[config.mk]
export PLATFORM = sky130hd
export DESIGN_NAME = codix_risc_port_out_collector
export DESIGN_NICKNAME = d
export VERILOG_FILES = /design/src/rtl/codix_risc_port_out_collector.sv
export SDC_FILE = /design/constraint.sdc
export NUM_CORES = 1
export LEC_CHECK = 0
export BUFFER_PORTS_ARGS = -buffer_cell sky130_fd_sc_hd__clkbuf_2
export CORE_MARGIN = 3
export CORE_UTILIZATION = 50
export CTS_BUF_LIST = sky130_fd_sc_hd__clkbuf_4 sky130_fd_sc_hd__clkbuf_8
export DETAILED_ROUTE_END_ITERATION = 12
export MAX_ROUTING_LAYER = met4
export PLACE_DENSITY = 0.73
export SLEW_MARGIN = 20
export SYNTH_ARGS = -nofsm -noshare
export SYNTH_HDL_FRONTEND = slang
export SYNTH_SLANG_ARGS = --single-unit
[constraint.sdc]
create_clock -name CLK -period 4.32 [get_ports CLK]
set_input_delay 0.864 -clock CLK [delete_from_list [all_inputs] [get_ports CLK]]
set_output_delay 0.864 -clock CLK [all_outputs]
set_load 0.05 [all_outputs]
[src/rtl/codix_risc_port_out_collector.sv]
// codix_risc_port_out_collector
//
// Captures every word the codix_risc platform writes to its output port into
// a FIFO and replays it to the IA-vs-CA comparator over a valid/ready stream.
// It also tracks termination: after halt the FIFO drains and done is raised.
// The first non-zero error code is latched, and a sticky flag records any
// capture that was dropped because the FIFO was full.
//
// Ports:
//   CLK          clock, all state updates on the rising edge
//   RST          asynchronous, active-low reset
//   port_out     platform output-port data
//   port_out_en  platform output-port write strobe, one word per high cycle
//   port_halt    platform halt indication (level)
//   port_error   platform error code, 0 means no error
//   tx_data      head-of-FIFO word (0 when the FIFO is empty)
//   tx_valid     tx_data valid (FIFO not empty)
//   tx_ready     consumer accepts the word when tx_valid && tx_ready
//   tx_last      final word after halt is being presented
//   done         halt seen and FIFO fully drained, sticky until reset
//   overflow     sticky, a capture was attempted while the FIFO was full
//   err_valid    sticky, a non-zero port_error has been seen
//   err_code     first non-zero port_error value
//   word_cnt     number of words captured into the FIFO (wraps)
//   level        current FIFO occupancy

module codix_risc_port_out_collector #(
  parameter int DEPTH = 16,
  parameter int CNT_W = 32
) (
  input  logic                     CLK,
  input  logic                     RST,
  input  logic [31:0]              port_out,
  input  logic                     port_out_en,
  input  logic                     port_halt,
  input  logic [31:0]              port_error,
  output logic [31:0]              tx_data,
  output logic                     tx_valid,
  input  logic                     tx_ready,
  output logic                     tx_last,
  output logic                     done,
  output logic                     overflow,
  output logic                     err_valid,
  output logic [31:0]              err_code,
  output logic [CNT_W-1:0]         word_cnt,
  output logic [$clog2(DEPTH):0]   level
);

  localparam int AW = $clog2(DEPTH);
  localparam logic [AW:0] FULL_LEVEL = (AW+1)'(DEPTH);

  typedef enum logic [1:0] {
    RUN   = 2'd0,
    DRAIN = 2'd1,
    DONE  = 2'd2
  } state_t;

  state_t state, state_nxt;

  // Pointers carry one extra wrap bit so that the difference tells a full
  // FIFO apart from an empty one.
  logic [AW:0]  wr_ptr, rd_ptr;
  logic [31:0]  mem [DEPTH];

  logic         full;
  logic         pop;
  logic         push_req;
  logic         push;
  logic         ovf_evt;
  logic [AW:0]  level_nxt;

  assign level    = wr_ptr - rd_ptr;
  assign full     = (level == FULL_LEVEL);
  assign tx_valid = (level != '0);
  assign tx_data  = tx_valid ? mem[rd_ptr[AW-1:0]] : 32'd0;
  assign pop      = tx_valid & tx_ready;

  // Capture only happens in RUN; this includes the halt cycle itself because
  // the state only leaves RUN on the following edge. A full FIFO still
  // accepts the word when the head is popped in the same cycle.
  assign push_req = (state == RUN) & port_out_en;
  assign push     = push_req & (~full | pop);
  assign ovf_evt  = push_req & full & ~pop;

  assign done     = (state == DONE);
  assign tx_last  = tx_valid & (state != RUN) & (level == (AW+1)'(1));

  // Next-state logic. DRAIN looks at the post-update occupancy so that done
  // rises on the edge right after the last word is popped.
  always_comb begin
    state_nxt = state;
    level_nxt = level + (AW+1)'(push) - (AW+1)'(pop);
    case (state)
      RUN:     if (port_halt) state_nxt = DRAIN;
      DRAIN:   if (level_nxt == '0) state_nxt = DONE;
      DONE:    state_nxt = DONE;
      default: state_nxt = RUN;
    endcase
  end

  // State register.
  always_ff @(posedge CLK or negedge RST) begin
    if (!RST) begin
      state <= RUN;
    end else begin
      state <= state_nxt;
    end
  end

  // FIFO pointers, capture counter and sticky overflow flag.
  always_ff @(posedge CLK or negedge RST) begin
    if (!RST) begin
      wr_ptr   <= '0;
      rd_ptr   <= '0;
      word_cnt <= '0;
      overflow <= 1'b0;
    end else begin
      if (push) begin
        wr_ptr   <= wr_ptr + (AW+1)'(1);
        word_cnt <= word_cnt + CNT_W'(1);
      end
      if (pop) begin
        rd_ptr <= rd_ptr + (AW+1)'(1);
      end
      if (ovf_evt) begin
        overflow <= 1'b1;
      end
    end
  end

  // Storage array is not reset; the pointers alone define which entries hold
  // valid data.
  always_ff @(posedge CLK) begin
    if (push) begin
      mem[wr_ptr[AW-1:0]] <= port_out;
    end
  end

  // The first non-zero error code is kept; later codes are ignored.
  always_ff @(posedge CLK or negedge RST) begin
    if (!RST) begin
      err_valid <= 1'b0;
      err_code  <= 32'd0;
    end else if (!err_valid && (port_error != 32'd0)) begin
      err_valid <= 1'b1;
      err_code  <= port_error;
    end
  end

endmodule

Yosys cells after proc, flatten, opt, wreduce, memory -nomap -nowiden
Memory sizes are Yosys's and may differ from the RTL's.
Index checks and enable logic that the tools add are counted.
W data, S select, Z words.
- register bits after elaboration: 78
- RAM bits: 512
- output and inout bits: 106
- logic and storage cells: 44
- memories kept: 1
- memory list (memory ; depth ; width ; rd ports ; clocked after memory_dff ; wr ports ; RTL line ; source):
    mem ; 16 ; 32 ; 1 ; 0 ; 1 ; 63 ; logic [31:0] mem [DEPTH];
- add/sub/neg operators: 6
- equal/unequal tests: 6
- mux-type cells: 6
- bitwise gates (word level): 10
- reduce and logical (&&, ||, !) cells: 8
- operators with widths (kind ; count):
    $add A32 B1 Y32 const B ; 1
    $mux W32 ; 1
    $reduce_bool A32 Y1 ; 1
    $add A5 B1 Y5 const B ; 2
    $and A1 B1 Y1 ; 7
    $pmux W2 S3 ; 1
    $add A5 B1 Y5 ; 1
    $eq A5 B1 Y1 const B ; 1
    $eq A5 B5 Y1 const B ; 1
    $logic_not A5 Y1 ; 1
    $reduce_bool A5 Y1 ; 1
    $sub A5 B1 Y5 ; 1
    $sub A5 B5 Y5 ; 1
    $mux W2 ; 2
    $ne A2 B2 Y1 const B ; 2
    $eq A2 B1 Y1 const B ; 1
    $eq A2 B2 Y1 const B ; 1
    $logic_not A2 Y1 ; 1
    $mux W1 ; 2
    $not A1 Y1 ; 2
    $reduce_and A2 Y1 ; 1
    $reduce_bool A2 Y1 ; 1
    $logic_and A1 B1 Y1 ; 1
    $logic_not A1 Y1 ; 1
    $or A1 B1 Y1 ; 1

Logic depth before layout (Yosys ltp)
- depth after elaboration: 10
- mapped depth: 25
- mapped depth without buffers: 21

Worst setup path after synthesis
No wires, ideal clock.
- path type: flip-flop to flip-flop
- start point: reg rd_ptr[1]
- end point: reg state[0]
- setup time: 0.128 ns
- data arrival time: 5.383 ns
- path slack: -1.191 ns
- stages on the path, launching flop included: 26
- path buffers: 4
- period minus slack after synthesis: 5.511 ns
- cells stage by stage: dfrtp_1 clkbuf_1 clkbuf_1 clkbuf_1 inv_1 ha_1 nand3b_1 nand2_1 xor2_1 inv_1 ha_1 nand3b_1 nor2_1 a31oi_1 clkbuf_1 nand2_1 nand2_1 ha_1 inv_1 fa_1 inv_1 a21oi_1 o21bai_1 xor3_1 a31oi_1 mux2_1
- word-level cells in the longest chain between the ends: 10
- RTL lines (item ; RTL line ; source):
    start, declared ; 62 ; logic [AW:0] wr_ptr, rd_ptr;
    start signal, assigned ; 123 ; rd_ptr <= rd_ptr + (AW+1)'(1);
    $sub A5 B5 Y5 (*) ; 72 ; assign level = wr_ptr - rd_ptr;
    named net level[3] ; 46 ; output logic [$clog2(DEPTH):0] level
    $reduce_bool A5 Y1 / $eq A5 B5 Y1 (equally long branches) ; 74, 73 ;
    $and A1 B1 Y1 / $not A1 Y1 (equally long branches) ; 76, 82 ;
    $or A1 B1 Y1 ; 82 ; assign push = push_req & (~full | pop);
    $and A1 B1 Y1 ; 82 ;
    $add A5 B1 Y5 ; 92 ; level_nxt = level + (AW+1)'(push) - (AW+1)'(pop);
    $sub A5 B1 Y5 (*) ; 92 ;
    $logic_not A5 Y1 (*) ; 95 ; DRAIN: if (level_nxt == '0) state_nxt = DONE;
    $ne A2 B2 Y1 (no line) (*) ; -- ;
    $reduce_and A2 Y1 (no line) (*) ; -- ;
    end signal, assigned ; 106 ; state <= state_nxt;
    end, declared ; 58 ; state_t state, state_nxt;
Mark *: on every way through the listed nets, which the timed path passes. The rest lies on a longest branch.
A chain may end at the register's enable or synchronous reset.

Final worst setup path
- start point: reg wr_ptr[2]
- end point: out tx_data[0]
- word-level cells in the longest chain between the ends: 3
- RTL lines (item ; RTL line ; source):
    start, declared ; 62 ;
    start signal, assigned ; 119 ; wr_ptr <= wr_ptr + (AW+1)'(1);
    $sub A5 B5 Y5 ; 72 ;
    $reduce_bool A5 Y1 ; 74 ; assign tx_valid = (level != '0);
    $mux W32 ; 75 ; assign tx_data = tx_valid ? mem[rd_ptr[AW-1:0]] : 32'd0;
    end, declared ; 37 ; output logic [31:0] tx_data,
Every way passes these cells.

==> flow_metrics.tcl <==
set metrics [dict create \
    outcome "finished, final reports clean" \
    num_rows 78 \
    grt_pass1_vias 12200 \
    synth-seq-cells 590 \
    cp-end-kind "primary output" \
    timing.rr.end "state[1]" \
    grt_use_total_pct 20.6 \
    cts_buffers 93 \
    drc 0 \
    grt_overflow_total 0 \
    ir_drop_mv 1.23 \
    place_inst 1839 \
    die_w_um 222 \
    ys_warn_count 0 \
    period_minus_slack_ps 4130 \
    crit_path_start "wr_ptr[2]" \
    cts_sinks 590 \
    drt-total-wl_mm 48.2 \
    crit_path_cell_trace "ha_1, a21oi_1, nand2_2, xor2_4, inv_2, ha_1, nand3b_1, nor2_2, inv_1, buf_12, and2_1, buf_12" \
    start_util_pct 50.9 \
    final_cells 2006 \
    yosys.area.top_type "edfxtp_1" \
    criticalPathCategory "reg -> out" \
    die_y_um 222 \
    synthSimpleGateAreaFrac_pct 3.56 \
    yosys.area_share.adder_pct 1.19 \
    core_area_sq_um 45700 \
    slew_headroom_pct 34.4 \
    yosysUniqueCellTypes 46 \
    syn_inst 1085 \
    syn-num-nets 1175 \
    period_share_pct 95.5 \
    synth-seq-area-share_pct 74.5 \
    fillCellCount 3219 \
    p_leak_nw 9.62 \
    ant_nets 0 \
    endpoint "tx_data[0]" \
    rrSetupSlack_ps 260 \
    path_clk_slew_ps 60 \
    fmax_mhz 242 \
    netlist_area_sq_um 23300 \
    worstSkewPairLatency_ps 650 \
    critPathSlowestCell "dfrtp_1" \
    slew_violations 0 \
    p_per_area_nw_per_um2 716 \
    critPathRequiredTime_ps 3460 \
    yosys-mux-area-fraction_pct 17.2 \
    worst_pin_slew_ps 983 \
    wire_per_inst_um 24.0 \
    synth-edff-count 512 \
    synth_compound_area_share_pct 0.522 \
    critPathMaxFanout 33 \
    drtIter0Drc 914 \
    gp_congestion 0.836 \
    netlist_top_cells_count "edfxtp_1 (512), mux4_2 (160), dfrtp_1 (78), and2_1 (49), mux2_2 (29)" \
    drv_cap 0 \
    grt_max_degree 132 \
    timing.hold.ws_ps 346 \
    hold_violations 0 \
    synth_top_cell_area_share_pct 66.1 \
    worstPathArrival_ps 3260 \
    synth-xor-area-share_pct 1.79 \
    first_pass_iters 5 \
    finalSetupViolCount 0 \
    antenna_found_initial 2 \
    synth_most_common_cell "edfxtp_1" \
    async_flop_share_pct 13.2 \
    via_count 11400 \
    cts_root_buf "clkbuf_8" \
    r2r-start "wr_ptr[2]" \
    critPathLaunchType "flop" \
    viasPerCell 5.68 \
    rr_worst_depth 20 \
    nets 1425 \
    clk_path_buf_depth 3 \
    drive_gt1_share_pct 41.4 \
    skew_ps 17.8 \
    io_pins 175 \
    hold_class "in -> async" \
    dieArea_sq_um 49100 \
    ys.flop_type "edfxtp_1" \
    synth_top_family_by_area "multiplexers" \
    portBuffers 174 \
    htree_levels 3 \
    ys_top_cells_by_area "edfxtp_1 (66%), mux4_2 (15%), dfrtp_1 (8.4%)" \
    hold_buffers 0 \
    cpPeakStageDelay_ps 450 \
    grt_pass1_wl_mm 74.1 \
    dpl.hpwl_mm 27.9 \
    syn-mean-instance-area_sq_um 21.4 \
    area_growth_pct 18.5 \
    tritoncts "yes" \
]
-- cells by family after synthesis --
kind of cell / after synthesis
AO/OA/AOI/OAI: 17
XOR/XNOR: 45
adder cells (fa/ha/maj): 21
buffers and inverters: 69
flip-flops: 590
multiplexers: 195
AND/OR/NAND/NOR: 148
-- final cells by class --
cell class	count	area, sq um	share of cell area, %
repair buffers	202	1850	6.70
clock buffers	136	1650	6.00
diodes	2	5.00	0.0182
well taps	600	751	2.72
inverters	22	82.6	0.300
flip-flops and latches	590	17300	62.9
multi-input cells	426	5710	20.7
clock inverters	28	184	0.667
-- metrics by stage --
stage | setup slack (ps) | total power [mW] | area [sq um] | util (%) | setup TNS [ps]
floorplan | 0.384 | 12.4 | 23300 | - | 0
global placement | 326 | 15.2 | 25700 | 56.2 | 0
detailed placement | 220 | 15.3 | 25700 | 56.2 | 0
CTS | 22.0 | 19.9 | 27500 | 60.3 | 0
global route | -18.1 | 20.6 | 27600 | 60.3 | -33.7
finish | 195 | 19.7 | 27600 | 60.3 | 0
-- how the worst min path moves through the flow --
| stage | from | to | slack [ps] | depth (start not counted) |
|---|---|---|---|---|
| 3_3_place_gp | word_cnt[31] | word_cnt[31] | 460 | 1 |
| 3_5_place_dp | word_cnt[31] | word_cnt[31] | 460 | 1 |
| 6_report | RST | err_code[9] | 350 | 1 |
| 2_1_floorplan | wr_ptr[4] | wr_ptr[4] | 460 | 1 |
| 4_1_cts | RST | err_code[7] | 360 | 1 |
| 5_1_grt | port_error[16] | err_code[16] | 420 | 2 |
-- where the power goes --
group          internal, mW  switching (mW)  leakage [nW]  total (mW)
clock                  2.57            2.05         0.986        4.62
combinational          3.91            4.50          3.07        8.41
sequential             6.55           0.151          5.57        6.70
total                  13.0            6.71          9.62        19.7
-- sequential cells by signal, summed over array words and instances, names as in the netlist --
signal / cells
mem: 512
err_valid: 1
wr_ptr: 5
word_cnt: 32
state: 2
overflow: 1
err_code: 32
rd_ptr: 5
-- placed cells by master, fill, tap and decap left out, drive strengths merged, types with 6 or more instances in the layout --
cell type / count
and2: 49
nor3: 6
buf: 62
inv: 25
nand3: 14
xnor2: 27
edfxtp: 512
nor2: 19
dfrtp: 78
xor2: 17
ha: 19
mux4: 160
a21oi: 6
mux2: 35
clkinv: 23
nand4: 12
nand2: 24
clkbuf: 276
nor4: 13
-- timing repair --
action / 4_1_cts / 5_1_grt
buffers inserted: 0 / 1
pin swaps: 0 / 2
setup endpoints to repair: 32 / 34
resized for setup: 2 / 7
-- per-layer routing --
| layer | global-route usage (%) | vias up | wire [um] | share of wire [%] |
|---|---|---|---|---|
| met5 | - | - | 0 | 0 |
| li1 | - | 4944 | - | - |
| met1 | 27.9 | 5982 | 20100 | 42 |
| met4 | 6.48 | 0 | 838 | 1.7 |
| met3 | 3.87 | 68 | 3120 | 6.5 |
| met2 | 32.3 | 399 | 24100 | 50 |
-- worst max-delay path, delay by kind of cell, from the launching register on --
| kind | cells | cell delay, ps |
|---|---|---|
| and+or+nand+nor | 4 | 590 |
| AOI/OAI and AO/OA | 1 | 240 |
| adders and majority gates | 2 | 600 |
| DFF | 1 | 450 |
| xor gates and xnor gates | 1 | 190 |
| buffers and inverters | 4 | 540 |
Power figures use the tool's default switching activity.
